<file path="src/rtl/cvp_mem_if_if.sv">
// cvp_mem_if_if: core-side and memory-side signals of the CVP14 memory bridge.
// master = environment (core + memory), slave = bridge.
interface cvp_mem_if_if;
  logic [15:0] Addr;
  logic        RD;
  logic        WR;
  logic [15:0] DataOut;
  logic [15:0] DataIn;
  logic        RdValid;
  logic        Stall;
  logic [15:0] MemAddr;
  logic [15:0] MemWData;
  logic [15:0] MemRData;
  logic        MemReq;
  logic        MemWE;
  logic        MemAck;
  logic        MemErr;

  modport master (
    output Addr, RD, WR, DataOut,
    output MemRData, MemAck,
    input  DataIn, RdValid, Stall,
    input  MemAddr, MemWData,
    input  MemReq, MemWE, MemErr
  );

  modport slave (
    input  Addr, RD, WR, DataOut,
    input  MemRData, MemAck,
    output DataIn, RdValid, Stall,
    output MemAddr, MemWData,
    output MemReq, MemWE, MemErr
  );
endinterface

</file>
<file path="src/rtl/cvp_mem_if.sv">
// cvp_mem_if: CVP14 core bus to req/ack external memory bridge.
// Posted writes drain ahead of a single outstanding read.
module cvp_mem_if #(
  parameter int WDEPTH  = 4,
  parameter int TIMEOUT = 255
) (
  input logic         Clk1,
  input logic         Reset,
  cvp_mem_if_if.slave bus
);
  localparam int PW = $clog2(WDEPTH);
  localparam logic [PW:0]   FULL_CNT = (PW+1)'(WDEPTH);
  localparam logic [PW:0]   ONE_C    = (PW+1)'(1);
  localparam logic [PW-1:0] ONE_P    = PW'(1);
  localparam logic [7:0]    TO_CNT   = 8'(TIMEOUT);

  typedef enum logic [2:0] {
    IDLE, WRITE, READ, RESP, ERR
  } state_e;

  state_e        state_q, state_d;
  logic [15:0]   waddr_q [WDEPTH];
  logic [15:0]   wdata_q [WDEPTH];
  logic [PW-1:0] wptr_q, rptr_q;
  logic [PW:0]   cnt_q;
  logic [15:0]   raddr_q;
  logic          rd_pend_q;
  logic [15:0]   rdata_q;
  logic          err_q, err_d;
  logic [7:0]    to_q, to_d;

  logic        full, empty, stall;
  logic        push, take_rd, pop;
  logic        rsp_ld, rsp_done, to_hit;
  logic        mem_req, mem_we;
  logic [15:0] mem_addr, mem_wdata;

  assign full    = (cnt_q == FULL_CNT);
  assign empty   = (cnt_q == '0);
  assign stall   = full | rd_pend_q | err_q;
  assign push    = bus.WR & ~stall;
  assign take_rd = bus.RD & ~stall;
  assign to_hit  = ((to_q + 8'd1) == TO_CNT);

  always_comb begin
    state_d   = state_q;
    to_d      = to_q;
    err_d     = err_q;
    pop       = 1'b0;
    rsp_ld    = 1'b0;
    rsp_done  = 1'b0;
    mem_req   = 1'b0;
    mem_we    = 1'b0;
    mem_addr  = '0;
    mem_wdata = '0;
    unique case (state_q)
      IDLE: begin
        to_d = '0;
        if (!empty)         state_d = WRITE;
        else if (rd_pend_q) state_d = READ;
      end
      WRITE: begin
        mem_req   = 1'b1;
        mem_we    = 1'b1;
        mem_addr  = waddr_q[rptr_q];
        mem_wdata = wdata_q[rptr_q];
        if (bus.MemAck) begin
          pop     = 1'b1;
          state_d = IDLE;
        end else if (to_hit) begin
          err_d   = 1'b1;
          state_d = ERR;
        end else begin
          to_d = to_q + 8'd1;
        end
      end
      READ: begin
        mem_req  = 1'b1;
        mem_addr = raddr_q;
        if (bus.MemAck) begin
          rsp_ld  = 1'b1;
          state_d = RESP;
        end else if (to_hit) begin
          err_d   = 1'b1;
          state_d = ERR;
        end else begin
          to_d = to_q + 8'd1;
        end
      end
      RESP: begin
        rsp_done = 1'b1;
        state_d  = IDLE;
      end
      ERR: state_d = ERR;
      default: state_d = IDLE;
    endcase
  end

  always_ff @(posedge Clk1 or negedge Reset) begin
    if (!Reset) begin
      state_q   <= IDLE;
      to_q      <= '0;
      err_q     <= 1'b0;
      wptr_q    <= '0;
      rptr_q    <= '0;
      cnt_q     <= '0;
      raddr_q   <= '0;
      rd_pend_q <= 1'b0;
      rdata_q   <= '0;
      for (int i = 0; i < WDEPTH; i++) begin
        waddr_q[i] <= '0;
        wdata_q[i] <= '0;
      end
    end else begin
      state_q <= state_d;
      to_q    <= to_d;
      err_q   <= err_d;
      if (push) begin
        waddr_q[wptr_q] <= bus.Addr;
        wdata_q[wptr_q] <= bus.DataOut;
        wptr_q          <= wptr_q + ONE_P;
      end
      if (pop) rptr_q <= rptr_q + ONE_P;
      case ({push, pop})
        2'b10:   cnt_q <= cnt_q + ONE_C;
        2'b01:   cnt_q <= cnt_q - ONE_C;
        default: cnt_q <= cnt_q;
      endcase
      // read latched with a same-cycle write is serviced after it
      if (take_rd) begin
        raddr_q   <= bus.Addr;
        rd_pend_q <= 1'b1;
      end else if (rsp_done) begin
        rd_pend_q <= 1'b0;
      end
      if (rsp_ld) rdata_q <= bus.MemRData;
    end
  end

  assign bus.DataIn   = rdata_q;
  assign bus.RdValid  = rsp_done;
  assign bus.Stall    = stall;
  assign bus.MemAddr  = mem_addr;
  assign bus.MemWData = mem_wdata;
  assign bus.MemReq   = mem_req;
  assign bus.MemWE    = mem_we;
  assign bus.MemErr   = err_q;
endmodule
</file>
<file path="src/flat_wrapper.sv">
// flat-port wrapper written by rule: the top's interface ports become plain ports
module cvp_mem_if_flat 
#(
  parameter int WDEPTH  = 4,
  parameter int TIMEOUT = 255
)
  (Clk1, Reset, bus_Addr, bus_RD, bus_WR, bus_DataOut, bus_MemRData, bus_MemAck, bus_DataIn, bus_RdValid, bus_Stall, bus_MemAddr, bus_MemWData, bus_MemReq, bus_MemWE, bus_MemErr);
  cvp_mem_if_if bus_i ();
  input logic Clk1;
  input logic Reset;
  input wire logic [$bits(bus_i.Addr)-1:0] bus_Addr;
  input wire logic [$bits(bus_i.RD)-1:0] bus_RD;
  input wire logic [$bits(bus_i.WR)-1:0] bus_WR;
  input wire logic [$bits(bus_i.DataOut)-1:0] bus_DataOut;
  input wire logic [$bits(bus_i.MemRData)-1:0] bus_MemRData;
  input wire logic [$bits(bus_i.MemAck)-1:0] bus_MemAck;
  output wire logic [$bits(bus_i.DataIn)-1:0] bus_DataIn;
  output wire logic [$bits(bus_i.RdValid)-1:0] bus_RdValid;
  output wire logic [$bits(bus_i.Stall)-1:0] bus_Stall;
  output wire logic [$bits(bus_i.MemAddr)-1:0] bus_MemAddr;
  output wire logic [$bits(bus_i.MemWData)-1:0] bus_MemWData;
  output wire logic [$bits(bus_i.MemReq)-1:0] bus_MemReq;
  output wire logic [$bits(bus_i.MemWE)-1:0] bus_MemWE;
  output wire logic [$bits(bus_i.MemErr)-1:0] bus_MemErr;
  assign bus_i.Addr = bus_Addr;
  assign bus_i.RD = bus_RD;
  assign bus_i.WR = bus_WR;
  assign bus_i.DataOut = bus_DataOut;
  assign bus_i.MemRData = bus_MemRData;
  assign bus_i.MemAck = bus_MemAck;
  assign bus_DataIn = bus_i.DataIn;
  assign bus_RdValid = bus_i.RdValid;
  assign bus_Stall = bus_i.Stall;
  assign bus_MemAddr = bus_i.MemAddr;
  assign bus_MemWData = bus_i.MemWData;
  assign bus_MemReq = bus_i.MemReq;
  assign bus_MemWE = bus_i.MemWE;
  assign bus_MemErr = bus_i.MemErr;
  cvp_mem_if #(.WDEPTH(WDEPTH), .TIMEOUT(TIMEOUT)) u_core (.Clk1(Clk1), .Reset(Reset), .bus(bus_i));
endmodule
</file>
<file path="config.mk">
export PLATFORM = sky130hd
export DESIGN_NAME = cvp_mem_if_flat
export DESIGN_NICKNAME = d
export VERILOG_FILES = /design/src/rtl/cvp_mem_if_if.sv /design/src/rtl/cvp_mem_if.sv /design/src/flat_wrapper.sv
export SDC_FILE = /design/constraint.sdc
export NUM_CORES = 1
export LEC_CHECK = 0
export ABC_CLOCK_PERIOD_IN_PS = 4700
export BUFFER_PORTS_ARGS = -buffer_cell sky130_fd_sc_hd__buf_2
export CORE_MARGIN = 3
export CORE_UTILIZATION = 45
export CTS_CLUSTER_SIZE = 30
export DETAILED_ROUTE_END_ITERATION = 10
export PLACE_DENSITY_LB_ADDON = 0.2
export RECOVER_POWER = 25
export SLEW_MARGIN = 20
export SYNTH_ARGS = -nofsm -noshare
export SYNTH_HDL_FRONTEND = slang
export SYNTH_SLANG_ARGS = --single-unit
</file>
<file path="constraint.sdc">
create_clock -name Clk1 -period 4.7 [get_ports Clk1]
set_clock_uncertainty 0.15 [all_clocks]
set_input_delay 0.94 -clock Clk1 [delete_from_list [all_inputs] [get_ports Clk1]]
set_output_delay 0.94 -clock Clk1 [all_outputs]
set_load 0.03 [all_outputs]
</file>
==> results of run 1 <==
synthesized netlist by cell type, drive strengths merged (4+ instances only):
library cell  instances
xor2                  4
dfrtp               180
xnor2                 5
mux4                 32
nor2                  4
and3                  5
ha                    7
mux2                160
nand2                21
inv                  12
and2                 18
clkbuf               10
nor3                  4
buf                  26
a22o                 16
nand3                 6
o21ai                 7
area by class of cell:
cell class	count	area (um2)
sequential	180	4510
timing repair buffer	110	576
fill	1481	8070
multi-input combinational	320	3510
tap	225	282
clock inverter	9	125
clock buffer	23	488
inverter	12	45.0
registers in the layout, summed over array words and instances (netlist names):
register	cells
u_core.waddr_q	64
u_core.wdata_q	64
u_core.bus.DataIn	16
u_core.raddr_q	16
u_core.to_q	8
u_core.cnt_q	3
u_core.state_q	3
u_core.rptr_q	2
u_core.wptr_q	2
u_core.bus.MemErr	1
u_core.rd_pend_q	1
worst paths after layout:
path	cells past startpoint	start	to	slack, ns
max	3	u_core.state_q[2]	bus_MemAddr[2]	1.26
min	1	u_core.wdata_q[30]	u_core.wdata_q[30]	0.34
max reg2reg	3	u_core.state_q[2]	u_core.bus.DataIn[15]	1.83
min reg2reg	1	u_core.wdata_q[30]	u_core.wdata_q[30]	0.34
max in group asynchronous	1	Reset	u_core.rptr_q[0]	1.75
min in group asynchronous	1	Reset	u_core.bus.DataIn[11]	1.06
per-layer routing:
metal | track usage, % | vias up | share of wire [%]
li1 | - | 2191 | -
met1 | 23.8 | 2563 | 42
met2 | 30.9 | 94 | 52
met3 | 4.99 | 15 | 4.9
met4 | 4.19 | 4 | 0.73
met5 | 0 | - | 0.081
report_power, final:
part	switching, mW	internal, mW
registers	0.503	2.29
clock network	0.576	0.890
logic	1.46	1.48
total	2.54	4.67
metrics by stage:
step	total power, mW	hold WS, ns	setup WS [ns]	utilization (%)	area (um2)
after detailed placement	5.82	0.332	1.66	50.7	8920
after CTS	7.30	0.346	1.19	54.2	9540
after global routing	7.66	0.360	1.12	54.2	9530
final	7.21	0.342	1.26	54.2	9530
after floorplan	4.99	0.309	1.95	-	8250
after global placement	5.69	0.318	1.65	50.7	8920
kinds of logic after synthesis:
group,Yosys count
buf+inv,48
mux,195
simple gates,71
fa+ha+maj,8
xor+xnor,9
flops,180
compound gates,37
critical path, delay by kind of cell (launching register included):
kind,cells,cell delay (ns)
flops,1,0.50
compound gates,1,0.29
simple gates,1,0.92
buf+inv,1,0.20
==> reports/results.ini, run 1 <==
[grt]
antenna_found_initial = 2
grt_pass1_vias = 5328
track_usage_pct = 18.3
grt_max_degree = 99
grt_pass1_wl_um = 28600
grt_overflow = 0

[clocking]
cts_resized = 0
cts_buffers = 17
hold_buffers = 0
ctsRootBufferMaster = clkbuf_16
cts_max_level = 4
clk_latency_ns = 0.42
clockBufferDepth = 2
cts_tree = built
cts.sinks = 180
cts_setup_buffers = 0
clkTransAtPathRegs_ns = 0.06

[setup_path]
path_cells = nor3b_4 -> a22o_1 -> buf_2
startpoint_type = flop
cp_slowest_stage_delay_ns = 0.92
path_max_fanout = 19
end_kind = primary output
crit_type = reg2out
slowest_stage = nor3b_4
worstPathArrival_ns = 2.35
required_ns = 3.61

[final_layout]
final_common_cell = dfrtp_1
area_delta_synth_final_pct = 15.5
final_cell_mix = dfrtp_1 (178), mux2_2 (152), buf_2 (104)
final_cells = 879
antenna-diode-count = 0
layout.nets = 702
drive_above_1_share_pct = 52.8

[logic_synthesis]
yosysWarnings = 0
yosysUniqueCellTypes = 53
synth-compound-area-share_pct = 3.90
synthAdderAreaFrac_pct = 1.30
syn-num-nets = 609
synthXorXnorAreaFrac_pct = 0.955
synth_area_leader_cell = dfrtp_1
syn_area_um2 = 8250
synth_top_family_by_area = multiplexers
ys_async_sr_fraction_pct = 100
synth_ff_type = dfrtp_1
ys_ff_latch = 180
synth.top_cells.by_area = dfrtp_1 (55%), mux2_2 (21%), mux4_2 (8.7%)
synth_edf_count = 0
syn_area_per_cell_um2 = 15.1
synth-simple-area-share_pct = 5.32
synth_top_area_share_pct = 54.6
synthMuxAreaShare_pct = 31.0
seq_area_frac_synth_pct = 54.6
synthCells = 548

[die]
core_area_um2 = 17600
rows = 48
dieArea_um2 = 20000
die_w_um = 141
num_io_pins = 106
chipHeight_um = 141
initial_utilization_pct = 46.9

[drt]
dr.pass1.iters = 4
antenna_left = 0
drc = 0
vias_per_cell = 5.54
wl_per_cell_um = 19.7
drt_iter0_markers = 210
drt_wl_total_um = 17300
via_count = 4867

[placement]
io_buffers = 105
hpwl_um = 11100
placed_cells = 847
routabilityCongestion = 0.793

[sta]
rsz0062_at_grt = no
final-max-slew-violation-count = 99
finalHoldViolCount = 0
slew_headroom_pct = -60.4
finalSetupViolations = 0
period_share_pct = 73.1
fmax_mhz = 291
finalSetupTns_ns = 0
tightest_slew_ns = 2.41
period_needed_ns = 3.44

[power]
ir_worst_vdd_mv = 0.382
p_per_area_nw_per_um2 = 756
leakage_nw = 4.36

[status]
violations = max-capacitance violations, max-slew violations
status = finished with violations

[min_path]
hold_path.class = reg2reg

[run]
drv_cap = 1

(Power assumes the default switching activity.)
==> run 2, diff against run 1 <==
ABC_CLOCK_PERIOD_IN_PS = 2800   (was 4700)
clock period = 2.8 ns   (was 4.7 ns; I/O delays follow)
==> run 2 against run 1 <==
  * The flow now finishes without violations
  * Count of clock-buffer cells in the layout decreased by 3
  * Die area is the same
  * Critical path depth increased by 1
  * Power increased by 70%
  * Non-clock buffer count grew 16
  * Setup slack got worse by 1.2 ns
  * Critical path type unchanged
  * Largest cell class unchanged
==> reports/results.ini, run 2 (synthesis gave the netlist of run 1 again) <==
[status]
status = complete, no violations  ; was finished with violations

[placement]
routabilityCongestion = 0.803  ; was 0.793
dpl-instance-area_um2 = 9160  ; was 8920 um2
io_buffers = 105  ; unchanged
hpwl_um = 11900  ; was 11100 um

[die]
die_w_um = 141  ; unchanged
num_io_pins = 106  ; unchanged
dieArea_um2 = 20000  ; unchanged
initial_utilization_pct = 46.9  ; unchanged
chipHeight_um = 141  ; unchanged
core_area_um2 = 17600  ; unchanged
rows = 48  ; unchanged

[drt]
drt-met1-wl_um = 7840  ; was 7260 um
highest_layer = met5  ; unchanged
via_count = 4892  ; was 4867
route.met3.wl_um = 821  ; was 853 um
wl_per_cell_um = 19.8  ; was 19.7 um
dr_wl_met2_um = 8820  ; was 9040 um
vias_per_cell = 5.47  ; was 5.54
drc = 0  ; unchanged
dr.pass1.iters = 6  ; was 4
antenna_left = 0  ; unchanged
drt_wl_total_um = 17700  ; was 17300 um
drt_iter0_markers = 250  ; was 210

[setup_path]
startpoint_type = flop  ; unchanged
cp_slowest_stage_delay_ns = 0.54  ; was 0.92 ns
r2r_slack_ns = 0.38  ; was 1.83 ns
end_kind = primary output  ; unchanged
r2r-start = u_core.state_q[0]  ; was u_core.state_q[2]
crit_type = reg2out  ; unchanged
slowest_stage = mux4_2  ; was nor3b_4
path_max_fanout = 14  ; was 19
worstPathArrival_ns = 2.00  ; was 2.35 ns
required_ns = 2.09  ; was 3.61 ns
regToRegEndpoint = u_core.cnt_q[2]  ; was u_core.bus.DataIn[15]
r2r_cells = 8  ; was 3
path_cells = buf_6 -> mux4_2 -> a22o_1 -> buf_2  ; was nor3b_4 -> a22o_1 -> buf_2

[power]
p_per_area_nw_per_um2 = 1260  ; was 756 nW/um2
ir_worst_vdd_mv = 0.605  ; was 0.382 mV
leakage_nw = 4.47  ; was 4.36 nW

[grt]
antenna_found_initial = 1  ; was 2
grt_pass1_wl_um = 29400  ; was 28600 um
track_usage_pct = 18.7  ; was 18.3%
grt_max_degree = 59  ; was 99
grt_overflow = 0  ; unchanged
grt_pass1_vias = 5532  ; was 5328

[clocking]
cts_buffers = 17  ; unchanged
ctsRootBufferMaster = clkbuf_16  ; unchanged
clkTransAtPathRegs_ns = 0.07  ; was 0.06 ns
cts.sinks = 180  ; unchanged
clk_latency_ns = 0.42  ; about the same
clockBufferDepth = 2  ; unchanged
cts_tree = built  ; unchanged
cts_setup_buffers = 0  ; unchanged
cts_max_level = 4  ; unchanged

[final_layout]
final_cell_mix = dfrtp_1 (178), mux2_2 (152), buf_2 (104)  ; unchanged
antenna-diode-count = 0  ; unchanged
final_common_cell = dfrtp_1  ; unchanged
area_delta_synth_final_pct = 18.4  ; was 15.5%
top_regs = u_core.waddr_q (64), u_core.wdata_q (64)  ; unchanged
layout.nets = 718  ; was 702
drive_above_1_share_pct = 53.8  ; was 52.8%
fin_area_um2 = 9770  ; was 9530 um2

[sta]
period_share_pct = 96.7
period_needed_ns = 2.71
rsz0062_at_grt = no  ; unchanged
final-max-slew-violation-count = 0  ; was 99
finalHoldViolCount = 0  ; unchanged
fmax_mhz = 369
tightest_slew_ns = 1.49  ; was 2.41 ns
finalSetupViolations = 0  ; unchanged
slew_headroom_pct = 0.688  ; was -60.4%
finalSetupTns_ns = 0  ; unchanged

[min_path]
hold_start = bus_MemRData[4]  ; was u_core.wdata_q[30]
min_delay_worst_endpoint = u_core.bus.DataIn[4]  ; was u_core.wdata_q[30]
hold_path.class = in2reg  ; was reg2reg
min_delay_path_depth = 2  ; was 1

[run]
drv_cap = 0  ; was 1

## run 2: how the worst max path moves through the flow
| stage | startpoint | to | slack, ns |
|---|---|---|---|
| 6_report | u_core.rptr_q[0] | bus_MemAddr[14] | 0.09 |
| 5_1_grt | u_core.rptr_q[0] | bus_MemAddr[13] | 0.005 |
| 4_1_cts | u_core.rptr_q[1] | bus_MemAddr[1] | 0.02 |
| 3_5_place_dp | u_core.state_q[0] | u_core.cnt_q[2] | 0.43 |
| 3_3_place_gp | u_core.rptr_q[0] | bus_MemAddr[2] | 0.47 |
| 2_1_floorplan | u_core.state_q[2] | bus_MemWData[10] | 0.43 |
## run 2: through the flow
step                setup slack (ns)  instances  utilization [%]  total power, mW  hold WS (ns)
floorplan                      0.434        548                -             8.38         0.114
global placement               0.469        862             52.1             9.71         0.319
detailed placement             0.434        862             52.1             9.96         0.332
CTS                           0.0222        894             55.6             12.4         0.194
global route                 0.00485        894             55.5             13.0         0.206
finish                        0.0920        894             55.5             12.3         0.215
## run 2: timing repair
item	CTS	global route
hold endpoints to repair	55	0
setup endpoints to repair	7	1
resized for setup	1	1
hold buffers	1	0
## run 2: layout make-up
cell class / instances / area, um2
clock buffer: 20 / 457
clock inverter: 11 / 153
fill: 1479 / 7820
inverter: 12 / 45.0
multi-input combinational: 320 / 3510
sequential: 180 / 4510
tap: 225 / 282
timing repair buffer: 126 / 818
## run 2: metal layers
metal / global-route usage (%) / up-vias
met3: 4.11 / 17
met5: 0 / -
li1: - / 2223
met2: 31.3 / 101
met4: 5.40 / 2
met1: 24.9 / 2549
## run 2: report_power, final
part	internal, mW	switching (mW)	leakage (nW)	total (mW)
sequential	3.86	0.704	2.20	4.56
combinational	2.62	2.65	1.98	5.27
clock	1.45	0.989	0.282	2.44
total	7.93	4.34	4.47	12.3
## run 2: worst max-delay path, delay by kind of cell (launching register included)
kind | cells | cell delay (ns)
AOI/OAI and AO/OA | 1 | 0.20
buffers and inverters | 2 | 0.43
DFF | 1 | 0.39
muxes | 1 | 0.54
==> run 3, diff against run 2 <==
CORE_MARGIN = 2   (was 3)
==> run 3 against run 2 <==
  * Count of clock-buffer cells in the layout increased by 2
  * Clock power decreased by 5%
  * Combinational power about the same
  * Final cell count increased by 0.11%
  * Critical path depth unchanged
  * Largest cell class unchanged
==> reports/results.ini, run 3 (synthesis gave the netlist of run 1 again) <==
[status]
status = complete, no violations  ; unchanged

[final_layout]
seq_area_um2 = 4510  ; about the same
drive_above_1_share_pct = 53.2  ; was 53.8%
area_delta_synth_final_pct = 17.1  ; was 18.4%
final_cell_mix = dfrtp_1 (178), mux2_2 (152), buf_2 (104)  ; unchanged
antenna-diode-count = 0  ; unchanged
layout.nets = 714  ; was 718
fill_cells = 1510  ; was 1479
final_common_cell = dfrtp_1  ; unchanged
fin_area_um2 = 9660  ; was 9770 um2
multi_input_area_um2 = 3510  ; unchanged
top_regs = u_core.waddr_q (64), u_core.wdata_q (64)  ; unchanged

[drt]
vias_per_cell = 5.54  ; was 5.47
drt_wl_total_um = 17300  ; was 17700 um
drc = 0  ; unchanged
antenna_left = 0  ; unchanged
via_count = 4954  ; was 4892
dr.pass1.iters = 6  ; unchanged
wl_per_cell_um = 19.4  ; was 19.8 um
drt_iter0_markers = 216  ; was 250

[clocking]
clkTransAtPathRegs_ns = 0.06  ; was 0.07 ns
clockBufferDepth = 2  ; unchanged
cts_buffers = 17  ; unchanged
cts.sinks = 180  ; unchanged
cts_resized = 0  ; was 1
clk_latency_ns = 0.42  ; about the same
cts_tree = built  ; unchanged
cts_max_level = 4  ; unchanged
ctsRootBufferMaster = clkbuf_16  ; unchanged

[sta]
fmax_mhz = 373  ; was 369 MHz
period_needed_ns = 2.68  ; was 2.71 ns
slew_headroom_pct = 16.2  ; was 0.688%
finalSetupViolations = 0  ; unchanged
fin_hold_ws_ns = 0.223  ; was 0.215 ns
finalSetupTns_ns = 0  ; unchanged
rsz0062_at_grt = no  ; unchanged
period_share_pct = 95.8  ; was 96.7%
final-max-slew-violation-count = 0  ; unchanged
finalHoldViolCount = 0  ; unchanged
tightest_slew_ns = 1.26  ; was 1.49 ns

[grt]
track_usage_pct = 18.6  ; was 18.7%
use_met1_pct = 23.8  ; was 24.9%
grt_max_degree = 72  ; was 59
antenna_found_initial = 0  ; was 1
grt-busiest-layer = met2  ; unchanged
grt_pass1_wl_um = 28300  ; was 29400 um
grt_pass1_vias = 5380  ; was 5532
met3_usage_pct = 4.89  ; was 4.11%
met2_usage_pct = 31.8  ; was 31.3%
grt_overflow = 0  ; unchanged

[die]
rows = 49  ; was 48
initial_utilization_pct = 45.9  ; was 46.9%
core_area_um2 = 18000  ; was 17600 um2
dieArea_um2 = 19400  ; was 20000 um2
die_w_um = 139  ; was 141 um
num_io_pins = 106  ; unchanged
chipHeight_um = 139  ; was 141 um

[setup_path]
crit_type = reg2out  ; unchanged
path_max_fanout = 19  ; was 14
regToRegEndpoint = u_core.raddr_q[14]  ; was u_core.cnt_q[2]
r2r_cells = 5  ; was 8
startpoint_type = flop  ; unchanged
end_kind = primary output  ; unchanged
r2r_slack_ns = 0.41  ; was 0.38 ns
required_ns = 2.09  ; about the same
worstPathArrival_ns = 1.97  ; was 2.00 ns
r2r-start = u_core.cnt_q[0]  ; was u_core.state_q[0]

[min_path]
min_delay_worst_endpoint = u_core.bus.DataIn[2]  ; was u_core.bus.DataIn[4]
hold_start = bus_MemRData[2]  ; was bus_MemRData[4]
min_delay_path_depth = 2  ; unchanged
hold_path.class = in2reg  ; unchanged

[power]
ir_worst_vdd_mv = 0.648  ; was 0.605 mV
p_per_area_nw_per_um2 = 1250  ; was 1260 nW/um2
finalPower_mw = 12.1  ; was 12.3 mW
leakage_nw = 4.43  ; was 4.47 nW

[placement]
routabilityCongestion = 0.717  ; was 0.803
io_buffers = 105  ; unchanged
hpwl_um = 11300  ; was 11900 um
dpl-instance-area_um2 = 9100  ; was 9160 um2

[run]
drv_cap = 0  ; unchanged

## run 3: cell types whose count changed in the layout (fill, tap and decap cells not counted), sizes merged
cell	delta
clkbuf	+3
bufinv	-1
clkinvlp	-5
clkinv	+5
buf	-5
## run 3: report_power, final
part / internal (mW) / switching [mW]
clock: 1.35 / 0.969
sequential: 3.86 / 0.678
combinational: 2.59 / 2.65
total: 7.80 / 4.30
## run 3: worst max path at each step
| stage | from | endpoint | slack, ns |
|---|---|---|---|
| after floorplan | u_core.state_q[2] | bus_MemWData[10] | 0.43 |
| after global placement | bus_WR | u_core.cnt_q[2] | 0.56 |
| after detailed placement | u_core.cnt_q[0] | u_core.cnt_q[2] | 0.44 |
| after CTS | u_core.rptr_q[0] | bus_MemWData[4] | 0.08 |
| after global routing | u_core.rptr_q[0] | bus_MemWData[4] | 0.05 |
| final | u_core.rptr_q[0] | bus_MemWData[4] | 0.12 |
## run 3: what timing repair did
action	CTS	global route
endpoints found under the setup margin	0	0
hold buffers	1	0
buffers inserted	0	0
hold endpoints to repair	48	0
## run 3: final cells by class
type / count / share of cell area [%]
timing repair buffer: 122 / 7.69
tap: 229 / 2.97
clock inverter: 10 / 1.08
multi-input combinational: 320 / 36.3
clock buffer: 22 / 4.81
sequential: 180 / 46.7
inverter: 12 / 0.466
## run 3: through the flow
step                cells  setup slack (ns)  util [%]
finish                895             0.118      53.8
global route          895            0.0546      53.8
CTS                   895            0.0848      53.9
detailed placement    862             0.435      50.7
global placement      862             0.559      50.7
floorplan             548             0.434         -
## run 3: layer usage
metal | up-vias | wire, um
li1 | 2211 | -
met1 | 2625 | 7660
met2 | 106 | 8770
met3 | 12 | 773
met4 | 0 | 138
met5 | - | 0
## run 3: worst max-delay path: stages (launching register included)
cell	delay (ns)
dfrtp_2	0.41
buf_12	0.22
mux4_2	0.53
and2_1	0.20
buf_2	0.18
